**src/rtl/mem_arbiter.sv**
```systemverilog
// rtl/mem_arbiter.sv - two-requester arbiter for a shared single-port memory
//
// Optional feature macro: MEM_ARB_STARVE_GUARD_EN (RPi anti-starvation counter).
//
// Ports:
//   clk, reset                      rising-edge clock, synchronous active-high reset
//   rpi_req/rpi_we/rpi_addr/rpi_wd  RPi read/write request, held until rpi_ack
//   rpi_ack                         RPi granted this cycle
//   rpi_rvalid/rpi_rd               RPi read data, one cycle after a read ack
//   disp_req/disp_addr              display read request, held until disp_ack
//   disp_ack                        display granted this cycle
//   disp_rvalid/disp_rd             display read data, one cycle after ack
//   mem_addr/mem_wd/mem_we/mem_re   shared memory command
//   mem_rd                          memory read data, one cycle after mem_re
module mem_arbiter #(
  parameter int AW         = 16,
  parameter int DW         = 32,
  parameter int STARVE_MAX = 8
) (
  input  logic          clk,
  input  logic          reset,
  input  logic          rpi_req,
  input  logic          rpi_we,
  input  logic [AW-1:0] rpi_addr,
  input  logic [DW-1:0] rpi_wd,
  output logic          rpi_ack,
  output logic          rpi_rvalid,
  output logic [DW-1:0] rpi_rd,
  input  logic          disp_req,
  input  logic [AW-1:0] disp_addr,
  output logic          disp_ack,
  output logic          disp_rvalid,
  output logic [DW-1:0] disp_rd,
  output logic [AW-1:0] mem_addr,
  output logic [DW-1:0] mem_wd,
  output logic          mem_we,
  output logic          mem_re,
  input  logic [DW-1:0] mem_rd
);

  logic starve_force;
  logic rpi_grant;
  logic disp_grant;
  logic rpi_pend;
  logic disp_pend;

`ifdef MEM_ARB_STARVE_GUARD_EN
  localparam int CW = $clog2(STARVE_MAX + 1);
  localparam logic [CW-1:0] STARVE_LIM = CW'(STARVE_MAX);

  logic [CW-1:0] starve_cnt;

  // Counts cycles the RPi has waited; saturates so the forced win persists
  // until the RPi is actually acked or withdraws.
  always_ff @(posedge clk) begin
    if (reset) begin
      starve_cnt <= '0;
    end else if (rpi_req && !rpi_ack) begin
      if (starve_cnt != STARVE_LIM) begin
        starve_cnt <= starve_cnt + 1'b1;
      end
    end else begin
      starve_cnt <= '0;
    end
  end

  assign starve_force = (starve_cnt == STARVE_LIM);
`else
  // Strict display priority: the RPi never forces a win (false for any legal STARVE_MAX).
  assign starve_force = (STARVE_MAX < 0);
`endif

  // Display has priority unless the RPi is being forced through.
  assign disp_grant = !reset && disp_req && !(rpi_req && starve_force);
  assign rpi_grant  = !reset && rpi_req && !disp_grant;

  assign rpi_ack  = rpi_grant;
  assign disp_ack = disp_grant;

  always_comb begin
    mem_addr = '0;
    mem_wd   = '0;
    mem_we   = 1'b0;
    mem_re   = 1'b0;
    if (disp_grant) begin
      mem_addr = disp_addr;
      mem_re   = 1'b1;
    end else if (rpi_grant) begin
      mem_addr = rpi_addr;
      mem_wd   = rpi_wd;
      mem_we   = rpi_we;
      mem_re   = !rpi_we;
    end
  end

  // Read-owner tags: remember who issued the read so the returning data is
  // routed to exactly one requester.
  always_ff @(posedge clk) begin
    if (reset) begin
      rpi_pend  <= 1'b0;
      disp_pend <= 1'b0;
    end else begin
      rpi_pend  <= rpi_grant && !rpi_we;
      disp_pend <= disp_grant;
    end
  end

  // Gate with reset so a read acked just before reset never shows up.
  assign rpi_rvalid  = rpi_pend && !reset;
  assign disp_rvalid = disp_pend && !reset;
  assign rpi_rd      = rpi_rvalid ? mem_rd : '0;
  assign disp_rd     = disp_rvalid ? mem_rd : '0;

endmodule

```
**config.mk**
```make
export PLATFORM = sky130hd
export DESIGN_NAME = mem_arbiter
export DESIGN_NICKNAME = d
export VERILOG_FILES = /design/src/rtl/mem_arbiter.sv
export SDC_FILE = /design/constraint.sdc
export NUM_CORES = 1
export LEC_CHECK = 0
export CORE_AREA = 2 2 84 86
export CTS_CLUSTER_SIZE = 25
export DETAILED_ROUTE_END_ITERATION = 16
export DIE_AREA = 0 0 86 88
export PLACE_DENSITY = 0.77
export SLEW_MARGIN = 20
export SYNTH_ARGS = -nofsm -noshare
export SYNTH_HDL_FRONTEND = slang
export SYNTH_SLANG_ARGS = --single-unit
export TNS_END_PERCENT = 50
```
**constraint.sdc**
```tcl
create_clock -name clk -period 1.55 [get_ports clk]
set_clock_uncertainty 0.15 [all_clocks]
set_input_delay 0.155 -clock clk [delete_from_list [all_inputs] [get_ports clk]]
set_output_delay 0.155 -clock clk [all_outputs]
set_load 0.02 [all_outputs]
```
=== After elaboration in Yosys (flattened, before gate mapping) ===
Index checks and enable logic that the tools add are counted.
W data, S select, Z words.

* Register bits: 2
* Bits of input ports: 101
* Output and inout bits: 118
* Word-level logic and storage cells: 21

* Muxes and demuxes: 10
* Reductions and logical operators: 9

{| class="wikitable"
|+ Operator list
! cell !! number
|-
| $mux W32 || 4
|-
| $mux W16 || 2
|-
| $logic_and A1 B1 Y1 || 6
|-
| $mux W1 || 4
|-
| $logic_not A1 Y1 || 3
|}

=== Depth between registers and ports, before layout ===
Gate-level depths: netlist of run 1.

* Depth after elaboration: 6
* Mapped depth: 4
* Depth with buffers taken out: 2

=== Worst setup path before layout of run 1 ===
No wires, ideal clock.

* Path type: register -> output
* Start point: register disp_pend
* End point: output port disp_rd[22]
* Arrival: 1.166 ns
* Required time: 1.245 ns
* Slack: 0.079 ns
* Stages on the path, launching flop included: 4
* Path buffers: 1
* Cell sequence: dfxtp_1 nor2b_1 clkbuf_1 and2_1

* Word-level cells in the longest chain between the ends: 2

{| class="wikitable"
|+ Ends and longest elaborated chain
! item !! RTL line !! text
|-
| start: declaration || 45 || <nowiki>logic disp_pend;</nowiki>
|-
| start signal: assignment || 104 || <nowiki>disp_pend <= disp_grant;</nowiki>
|-
| $logic_and A1 B1 Y1 || 110 || <nowiki>assign disp_rvalid = disp_pend && !reset;</nowiki>
|-
| net disp_rvalid || 32 || <nowiki>output logic disp_rvalid,</nowiki>
|-
| $mux W32 || 112 || <nowiki>assign disp_rd = disp_rvalid ? mem_rd : '0;</nowiki>
|-
| end: declaration || 33 || <nowiki>output logic [DW-1:0] disp_rd,</nowiki>
|}

The timed path passes the listed nets, and every way through them passes these cells.

=== Final worst setup path of run 1 ===
* Start point: register disp_pend
* End point: output port disp_rd[23]

* Word-level cells in the longest chain between the ends: 2

{| class="wikitable"
|+ Ends and longest elaborated chain
! item !! RTL line
|-
| $logic_and A1 B1 Y1 || 110
|-
| $mux W32 || 112
|}

Every way passes these cells.

==> flow_summary.json, run 1 <==
{
  "status": "completed",
  "post-route-util": 0.454,
  "areaGrowthSynthToFinish_pct": 224,
  "p_leak_uw": 0.00151,
  "endpoint_kind": "primary output",
  "htreeDepth": 1,
  "via_count": 1851,
  "power.density_nw_per_um2": 298,
  "drt_wl_total_mm": 6.53,
  "crit_type": "reg2out",
  "synth_seq_area_share": 0.0430,
  "ys_top_cells_by_area": "and2_1 (65%), a32o_1 (17%), dfxtp_1 (4.3%), nor2b_1 (4.0%), clkbuf_1 (3.6%)",
  "worstPathArrival_ns": 1.24,
  "tritoncts": "built",
  "die_h_microns": 88,
  "ios": 219,
  "drc_errors": 0,
  "dp.cells": 431,
  "finalSetupViolations": 0,
  "synth_nets": 240,
  "nets": 462,
  "synth_compound_area_frac": 0.177,
  "synthSimpleGateAreaFrac": 0.712,
  "synth.cell_area_sq_um": 931,
  "yosys-mux-area-fraction": 0,
  "rsz0062_at_grt": "true",
  "io_buffers": 218,
  "cts_root_buffer": "clkbuf_8",
  "dp_hpwl_mm": 5.10,
  "dpl_cell_area_sq_um": 3240,
  "finalNonFillerCells": 439,
  "max_slew_margin": 0.864,
  "finalHoldViolCount": 0,
  "synthAdderAreaFrac": 0,
  "grt_max_degree": 34,
  "antenna_found_initial": 0,
  "fmax_mhz": 649,
  "cts-buffers-inserted": 3,
  "start_kind": "flop",
  "num_rows": 30,
  "synth_xor_area_frac": 0,
  "slew_viol_final": 0,
  "grt_pass1_wl_mm": 9.11,
  "viasPerCell": 4.22,
  "yosysUniqueCellTypes": 11,
  "die_x_microns": 86,
  "worst_pin_slew_ns": 0.203,
  "drv_cap": 0,
  "design_area_sq_um": 3010,
  "worstPathRequired_ns": 1.24,
  "clock_sinks": 2,
  "gr-total-overflow": 0,
  "coreArea_sq_um": 6640,
  "clockBufferDepth": 2,
  "avgSynthCellArea_sq_um": 6.70,
  "start_util": 0.140,
  "yosys_warnings": 0,
  "max-vdd-ir-drop_mv": 0.471,
  "path_clk_slew_ns": 0.03,
  "globalplace.congestion": 0.827,
  "dr.pass1.iters": 4,
  "ant_nets": 0,
  "wl_per_cell_microns": 14.9,
  "drive_gt1_frac": 0.390,
  "crit_fanout": 16,
  "min_path_type": "in2reg",
  "min_period_over_period": 0.995,
  "fill_cells": 703,
  "grt_usage": 0.151,
  "grt_pass1_vias": 1717,
  "ys_ff_latch": 2,
  "total_power_uw": 897,
  "synthCells": 139,
  "die_area_sq_um": 7570,
  "min_period_ns": 1.54,
  "antennaDiodeCount": 0,
  "netlist.area_leader.share": 0.652,
  "yosys.area.top_type": "and2_1",
  "first_iter_violations": 24,
  "synth_top_family_by_area": "simple AND/OR/NAND/NOR gates"
}
==> flip-flops by register name (all words and copies together), names as in the netlist <==
signal     count
disp_pend      1
rpi_pend       1
==> cells in the mapped netlist <==
| library cell | count |
|---|---|
| clkinv_1 | 1 |
| clkbuf_1 | 9 |
| dfxtp_1 | 2 |
| a21oi_1 | 1 |
| nand2b_1 | 1 |
| a32o_1 | 16 |
| and2_1 | 97 |
| nor2b_1 | 6 |
| buf_2 | 4 |
| clkbuf_2 | 1 |
| nor3b_2 | 1 |
==> cell usage in the layout, fill, tap and decap left out <==
cell and instances:
a21oi_1 1, buf_2 78, clkbuf_16 1, nor2b_4 2
buf_16 1, a32o_1 16, clkdlybuf4s15_2 10, dfxtp_1 1
clkdlybuf4s50_1 97, buf_4 16, clkbuf_8 3, buf_12 4
buf_6 18, nor2b_1 4, and2_1 95, dfxtp_2 1
nand2b_1 1, and2_4 2, clkdlybuf4s15_1 2, dlygate4sd2_1 1
clkinv_1 1, clkbuf_2 3, nor3b_4 1
==> final timing paths <==
check,cells past startpoint,endpoint,slack (ns),startpoint
max,5,disp_rd[23],0.008,disp_pend
min,2,disp_pend,0.11,reset
==> metal layers <==
metal	global-route usage	wire length [microns]	vias up
met3	0.0716	929	6
met4	0.0433	74	0
met5	0	0	-
li1	-	-	897
met1	0.170	2450	821
met2	0.257	3080	127
==> timing repair <==
action | 4_1_cts | 5_1_grt
pin swaps | 1 | 1
gates resized for setup | 431 | 62
setup buffers | 2 | 1
endpoints found under the setup margin | 118 | 55
endpoints found under the hold margin | 0 | 0
hold buffers | 0 | 0
gates cloned | 1 | 1
==> worst max-delay path, stage by stage, from the launching register on <==
cell	delay, ns
dfxtp_2	0.30
nor2b_4	0.19
buf_12	0.12
clkbuf_16	0.15
and2_1	0.14
buf_6	0.12
==> power by group <==
| group | internal (uW) | leakage [uW] | total (uW) | switching, uW |
|---|---|---|---|---|
| clock network | 164 | 0.0000216 | 202 | 37.9 |
| logic | 385 | 0.00147 | 640 | 255 |
| registers | 54.3 | 0.0000167 | 55.0 | 0.698 |
| total | 603 | 0.00151 | 897 | 294 |
==> area by class of cell <==
type | instances | area [sq um] | area share
tap | 80 | 100 | 0.0332
inverter | 1 | 3.75 | 0.00125
multi-input combinational | 122 | 855 | 0.284
clock buffer | 3 | 41.3 | 0.0137
sequential | 2 | 41.3 | 0.0137
timing repair buffer | 231 | 1970 | 0.655
==> cell families (layout without fill, tap and decap cells) <==
logic type / Yosys count / in the layout
simple gates: 105 / 105
buf+inv: 15 / 235
compound gates: 17 / 17
flops: 2 / 2
==> stage by stage <==
step | setup WS [ns] | hold slack, ns | TNS, ns
floorplan | 0.0788 | 0.0766 | 0
global placement | -0.692 | 0.616 | -71.70
detailed placement | -0.690 | 0.623 | -72.83
CTS | -0.105 | 0.202 | -0.146
global route | -0.0571 | 0.129 | -0.793
finish | 0.00850 | 0.113 | 0
No activity file was read; power rests on OpenSTA's default activity.
==> inputs of run 2 (changes only) <==
--- a/config.mk
+++ b/config.mk
@@ -10,7 +10,6 @@
 export DETAILED_ROUTE_END_ITERATION = 16
 export DIE_AREA = 0 0 86 88
 export PLACE_DENSITY = 0.77
-export SLEW_MARGIN = 20
 export SYNTH_ARGS = -nofsm -noshare
 export SYNTH_HDL_FRONTEND = slang
 export SYNTH_SLANG_ARGS = --single-unit
==> results of run 2 <==
The final DEF is identical to that of run 1; final timing and power are the same.
==> inputs of run 3 (changes only) <==
--- a/config.mk
+++ b/config.mk
@@ -10,6 +10,8 @@
 export DETAILED_ROUTE_END_ITERATION = 16
 export DIE_AREA = 0 0 86 88
 export PLACE_DENSITY = 0.77
+export SETUP_SLACK_MARGIN = 0.1
+export SLEW_MARGIN = 20
 export SYNTH_ARGS = -nofsm -noshare
 export SYNTH_HDL_FRONTEND = slang
 export SYNTH_SLANG_ARGS = --single-unit
==> run 3 against run 2 <==
Non-clock buffer count rose by 9. Global-route usage up 0.67 points. Sequential power about the same.
==> flow_summary.json, run 3 (synthesis results as in run 1) <==
{
  "dp.cells": 431,
  "grt_usage": 0.158,
  "coreArea_sq_um": 6640,
  "min_path_type": "in2reg",
  "holdWs_ns": 0.111,
  "clockBufferDepth": 2,
  "min_period_ns": 1.52,
  "die_h_microns": 88,
  "grt_pass1_vias": 1848,
  "tritoncts": "built",
  "max_stage_delay_ns": 0.30,
  "max-vdd-ir-drop_mv": 0.218,
  "slew_viol_final": 0,
  "drt_wl_total_mm": 6.95,
  "rsz0062_at_grt": "true",
  "worstPathArrival_ns": 1.22,
  "dp_hpwl_mm": 4.91,
  "grt_pass1_wl_mm": 9.57,
  "finalSetupViolations": 0,
  "io_buffers": 218,
  "wl_per_cell_microns": 15.5,
  "worstPathRequired_ns": 1.24,
  "antenna_found_initial": 0,
  "crit_buf_inv": 3,
  "gr-total-overflow": 0,
  "finalHoldViolCount": 0,
  "start_kind": "flop",
  "grt_max_degree": 19,
  "crit_type": "reg2out",
  "first_iter_violations": 37,
  "crit_family": "buffers and inverters",
  "die_x_microns": 86,
  "drv_cap": 0,
  "power.density_nw_per_um2": 269,
  "ant_nets": 0,
  "cpMaxStageDelayCell": "dfxtp_2",
  "fmax_mhz": 658,
  "p_leak_uw": 0.00174,
  "start_util": 0.140,
  "path_clk_slew_ns": 0.03,
  "htreeDepth": 1,
  "antennaDiodeCount": 0,
  "max_slew_margin": 0.858,
  "dr.pass1.iters": 4,
  "status": "completed",
  "cp_cell_sequence": "nor2b_4 > buf_12 > clkbuf_16 > and2_4 > buf_6",
  "finalNonFillerCells": 448,
  "areaGrowthSynthToFinish_pct": 306,
  "drive_gt1_frac": 0.601,
  "worst_pin_slew_ns": 0.213,
  "mostFrequentLayoutCell": "clkdlybuf4s50_1",
  "cts_root_buffer": "clkbuf_8",
  "viasPerCell": 4.14,
  "top_regs": "disp_pend x1, rpi_pend x1",
  "min_period_over_period": 0.981,
  "crit_fanout": 8,
  "cts-buffers-inserted": 3,
  "via_count": 1856,
  "holdBufCountCts": 0,
  "drc_errors": 0,
  "globalplace.congestion": 0.741,
  "final_cell_mix": "clkdlybuf4s50_1 (97), buf_6 (79), and2_4 (69)",
  "nets": 471,
  "ios": 219,
  "num_rows": 30,
  "endpoint_kind": "primary output",
  "clock_sinks": 2,
  "die_area_sq_um": 7570,
  "post-route-util": 0.569
}
==> run 3: cell count changes in the layout (fill, tap and decap cells not counted), sizes merged <==
cell	before	now
clkbuf	7	9
buf	117	125
clkdlybuf4s15	12	11
==> run 3: what timing repair did <==
action,in CTS,in global routing
hold endpoints to repair,0,0
gates resized for setup,576,158
setup buffers,4,1
cloned,5,4
endpoints found under the setup margin,118,112
pin swaps,1,45
==> run 3: report_power, final <==
group	switching, uW	internal [uW]
sequential	0.771	54.4
clock	36.3	164
combinational	285	476
==> run 3: final timing paths <==
| path | slack, ns | depth (start not counted) | from | end |
|---|---|---|---|---|
| max | 0.03 | 5 | rpi_pend | rpi_rd[22] |
| min | 0.11 | 2 | disp_req | disp_pend |
==> run 3: per-layer routing <==
metal	track usage	wire length (microns)	vias to the layer above
li1	-	-	917
met3	0.0566	775	2
met5	0	0	-
met4	0.0202	21	0
met2	0.301	3730	128
met1	0.172	2420	809
==> run 3: area by class of cell <==
| type | instances | area, sq um |
|---|---|---|
| sequential | 2 | 42.5 |
| fill | 606 | 2870 |
| clock buffer | 3 | 41.3 |
| tap | 80 | 100 |
| timing repair buffer | 240 | 2550 |
| multi-input combinational | 122 | 1040 |
| inverter | 1 | 3.75 |
==> run 3: metrics by stage <==
stage	instance area, sq um	power, uW	TNS, ns	worst slack (ns)
2_1_floorplan	932	267	0	0.0788
3_3_place_gp	3250	717	-72.49	-0.689
3_5_place_dp	3250	721	-76.85	-0.730
4_1_cts	3300	952	0	0.00123
5_1_grt	3780	1080	-0.369	-0.0271
6_report	3780	1020	0	0.0297
==> RTL edit 1 (settings of run 3) <==
Change the parameter `AW` from 16 to 18.
--- a/src/rtl/mem_arbiter.sv
+++ b/src/rtl/mem_arbiter.sv
@@ -13,7 +13,7 @@
 //   mem_addr/mem_wd/mem_we/mem_re   shared memory command
 //   mem_rd                          memory read data, one cycle after mem_re
 module mem_arbiter #(
-  parameter int AW         = 16,
+  parameter int AW         = 18,
   parameter int DW         = 32,
   parameter int STARVE_MAX = 8
 ) (
Interface: changed (resized disp_addr, mem_addr and rpi_addr); port bits go from 219 to 225. The function was not compared with the original's and may differ.
==> RTL edit 1 against run 3 <==
Combinational power up 0.7%. Worst setup slack got worse by 0.0084 ns. Critical endpoint is now disp_rd[12]. Maximum frequency shrank 0.55%. Total power up 1.4%. Synthesized area rose by 2.2%. Design area rose by 0.86%. Wire length up 5.2%. Sequential cell count unchanged.
==> RTL edit 1: results (changes against run 3) <==
Synth
  – Ys flop type: dfxtp_1 (unchanged)
  – Mapped Cells: 141 (was 139)
  – Syn nets: 246 (was 240)
  – Synth Area in Compound Gates: 19.47% (was 17.74%)
  – Sequential area share after synthesis: 4.211% (was 4.301%)
  – XOR/XNOR Fraction of Synth Area: 0% (unchanged)
  – Top cells by area, synth: and2_1 (64%), a32o_1 (19%), dfxtp_1 (4.2%) (was and2_1 (65%), a32o_1 (17%), dfxtp_1 (4.3%))
  – Synth cell count leaders: and2_1 (97), a32o_1 (18), clkbuf_1 (9) (was and2_1 (97), a32o_1 (16), clkbuf_1 (9))
  – Count of different cell masters after synthesis: 10 (was 11)

Global route
  – Largest net degree at the start of global routing: 20 (was 19)
  – Vias in the first global route: 1918 (was 1848)
  – GR Util All Layers: 16.62% (was 15.81%)
  – Global-route wire length before repair: 10030 um (was 9570 um)

Placed design
  – IO buf count: 224 (was 218)
  – GP Congestion: 0.8131 (was 0.7406)
  – Placed instance count: 437 (was 431)
  – Placed inst area: 0.003317 mm2 (was 0.003252 mm2)
  – DP HPWL: 5130 um (was 4911 um)

Run status
  – Status: complete, no violations (unchanged)

Cells and area
  – Layout cells sized above 1: 55.17% (was 60.05%)
  – Largest regs: disp_pend: 1 flops, rpi_pend: 1 flops (unchanged)
  – Post-layout nets: 484 (was 471)
  – Fill count: 585 (was 606)

Pwr
  – Maximum vdd ir drop: 0.0003041 V (was 0.0002184 V)
  – Leakage power: 1.745 nW (was 1.741 nW)
  – Internal power: 0.0006955 W (was 0.0006945 W)

Routing
  – Detailed router's first-iteration violation count: 29 (was 37)
  – DRT Wirelength: 7316 um (was 6953 um)
  – DR pass1 iterations: 4 (unchanged)
  – Vias per inst: 4.361 (was 4.143)
  – Via count: 1993 (was 1856)

Critical path
  – Top delay family on crit path: buffers and inverters (unchanged)
  – Critical path data arrival time: 1.22 ns (about the same)
  – Critical-path top delay cell: dfxtp_2 (unchanged)
  – Worst path max stage delay: 0.31 ns

Clocking
  – Max Buffers Root-to-Sink: 2 (unchanged)
  – H-tree Lvls: 1 (unchanged)

STA
  – Slew margin rel.: 85.47% (was 85.76%)
[RTL edit 1: per-stage QoR]
stage                     hold WS (ns)  util [%]  worst slack (ns)   power, W
after floorplan                0.07661         -           0.07884  0.0002761
after global placement          0.5974     49.92           -0.6937  0.0007331
after detailed placement        0.6051     49.92           -0.7161  0.0007408
after CTS                       0.1173     49.32         0.0003126  0.0009575
after global routing           0.03089     57.36          -0.02737   0.001083
final                          0.02843     57.36           0.02129   0.001031
[RTL edit 1: path summary, 6_finish.rpt]
| check | slack, ns | from | end |
|---|---|---|---|
| hold / removal | 0.03 | reset | disp_pend$_SDFF_PP0_ |
| setup / recovery | 0.02 | disp_pend$_SDFF_PP0_ | disp_rd[12] |
[RTL edit 1: power groups by stage]
stage / combinational, W / clock [W] / sequential [W]
floorplan: 0.000221 / 0 / 0.0000548
global placement: 0.000678 / 0 / 0.0000549
detailed placement: 0.000686 / 0 / 0.0000551
CTS: 0.000689 / 0.000214 / 0.0000548
global route: 0.000807 / 0.000220 / 0.0000554
finish: 0.000766 / 0.000210 / 0.0000551
[RTL edit 1: kinds of logic after synthesis]
group	Yosys count
flops	2
buf+inv	15
compound gates	19
simple gates	105
[RTL edit 1: metal layers]
metal | vias up | track usage [%] | share of wire, %
li1 | 946 | - | -
met1 | 887 | 17.19 | 35
met2 | 144 | 32.35 | 53
met3 | 16 | 4.713 | 9.6
met4 | 0 | 4.906 | 2.0
met5 | - | 0 | 0
[RTL edit 1: final cells by class]
| cell class | instances | share of cell area (%) |
|---|---|---|
| inverter | 1 | 0.09849 |
| multi-input combinational | 124 | 26.56 |
| clock buffer | 3 | 1.083 |
| tap | 80 | 2.626 |
| sequential | 2 | 1.116 |
| timing repair buffer | 247 | 68.52 |
[RTL edit 1: what timing repair did]
item                       4_1_cts  5_1_grt
gates resized for setup        548      149
setup endpoints to repair      120      119
buffers inserted                 4        3
cloned                           4        6
pin swaps                        1       30
==> RTL edit 2 (config.mk and constraints of run 3) <==
Made on the original files. Build with the macro `MEM_ARB_STARVE_GUARD_EN` defined.
--- a/src/rtl/mem_arbiter.sv
+++ b/src/rtl/mem_arbiter.sv
@@ -12,6 +12,8 @@
 //   disp_rvalid/disp_rd             display read data, one cycle after ack
 //   mem_addr/mem_wd/mem_we/mem_re   shared memory command
 //   mem_rd                          memory read data, one cycle after mem_re
+`define MEM_ARB_STARVE_GUARD_EN
+
 module mem_arbiter #(
   parameter int AW         = 16,
   parameter int DW         = 32,
Check against the original RTL: not equivalent (a bounded check fails within 10 cycles, from zero or initial values and one cycle with reset high).
==> RTL edit 2 against run 3 <==
The run now ends with negative setup slack left. Sequential cell count grew 4. Cell count rose by 4.7%. Critical path depth increased by 2. Via count is 8.1% higher. Worst setup slack lost 0.49 ns. Wire length up 0.55%. Combinational power up 5.4%. Maximum frequency fell by 24%. Design area increased by 7.0%. Count of clock-buffer cells in the layout unchanged. Total power rose by 18%. Synthesized area increased by 20%. Critical path type unchanged.
==> RTL edit 2: results (changes against run 3) <==
Synth
  – Sequential area share after synthesis: 10.76% (was 4.301%)
  – XOR/XNOR Fraction of Synth Area: 1.570% (was 0%)
  – Mapped Cells: 156 (was 139)
  – Mapped Area: 0.001116 mm2 (was 930.9 um2)
  – Adder-Cell Fraction of Synth Area: 2.242% (was 0%)
  – Synth Area in Compound Gates: 16.70% (was 17.74%)
  – Count of different cell masters after synthesis: 20 (was 11)

STA
  – Setup violators final: 62 (was 0)
  – TNS Setup: -20.80 ns (was 0 ns)
  – Final worst slack: -0.4601 ns (was 0.02967 ns)

Placed design
  – Pre-CTS setup slack: -0.7071 ns (was -0.7297 ns)
  – Placed inst area: 0.003684 mm2 (was 0.003252 mm2)

Cells and area
  – Area occupied by multi-input gates: 0.001216 mm2 (was 0.001037 mm2)
  – Number of signal-net buffers in the layout: 242 (was 240)
  – Count of multi-input combinational gates: 132 (was 122)
  – Fill count: 574 (was 606)
  – Post-layout nets: 494 (was 471)

Routing
  – Wire length on met1: 2235 um (was 2423 um)
  – DRT Wirelength: 6991 um (was 6953 um)
  – Detailed router's first-iteration violation count: 16 (was 37)

Critical path
  – CP Max Fanout: 22 (was 8)
  – Worst path max stage delay: 0.32 ns (was 0.30 ns)

Global route
  – GR Util All Layers: 16.35% (was 15.81%)

Clocking
  – Clk sink count: 6 (was 2)

Run status
  – Status: finished, violations left (was complete, no violations)
  – Failing checks: negative setup slack

Pwr
  – Leakage power: 1.937 nW (was 1.741 nW)
  – Pwr Density: 296.3 mW/mm2 (was 268.9 mW/mm2)
## RTL edit 2: cell count changes in the layout (fill, tap and decap cells not counted), moves of 8 or more
cell	before	now
buf_2	8	16
buf_6	79	98
a32o_1	16	0
buf_4	30	16
a22o_4	0	13
clkdlybuf4s15_2	11	0
## RTL edit 2: path summary, 6_finish.rpt
| kind | startpoint | endpoint | slack [ns] | depth (start not counted) |
|---|---|---|---|---|
| min | reset | disp_pend$_SDFF_PP0_ | 0.33 | 3 |
| max | starve_cnt[1]$_SDFFE_PP0P_ | mem_addr[9] | -0.46 | 7 |
| max reg2reg | starve_cnt[1]$_SDFFE_PP0P_ | starve_cnt[3]$_SDFFE_PP0P_ | 0.10 | 5 |
| min reg2reg | starve_cnt[0]$_SDFFE_PP0P_ | starve_cnt[0]$_SDFFE_PP0P_ | 0.36 | 2 |
## RTL edit 2: cells by family (layout without fill, tap and decap cells)
| family | count (synthesis) | count (layout) |
|---|---|---|
| compound gates | 20 | 20 |
| buf+inv | 18 | 251 |
| simple gates | 108 | 108 |
| xor+xnor | 2 | 2 |
| fa+ha+maj | 2 | 2 |
| flops | 6 | 6 |
## RTL edit 2: power groups by stage
stage	logic [W]	registers, W	clock network, W
detailed placement	0.000734	0.000163	0
CTS	0.000746	0.000160	0.000239
global route	0.000850	0.000161	0.000247
finish	0.000802	0.000160	0.000236
global placement	0.000728	0.000162	0
floorplan	0.000269	0.000163	0
## RTL edit 2: routing by layer
layer | GRT usage [%] | vias up
met5 | 0 | -
met4 | 2.742 | 0
met3 | 6.409 | 4
met2 | 32.28 | 134
met1 | 16.30 | 904
li1 | - | 965
## RTL edit 2: repair_timing
item	4_1_cts	5_1_grt
gates cloned	2	2
gates resized for setup	577	142
pin swaps	1	26
endpoints found under the setup margin	122	122
setup buffers	2	5
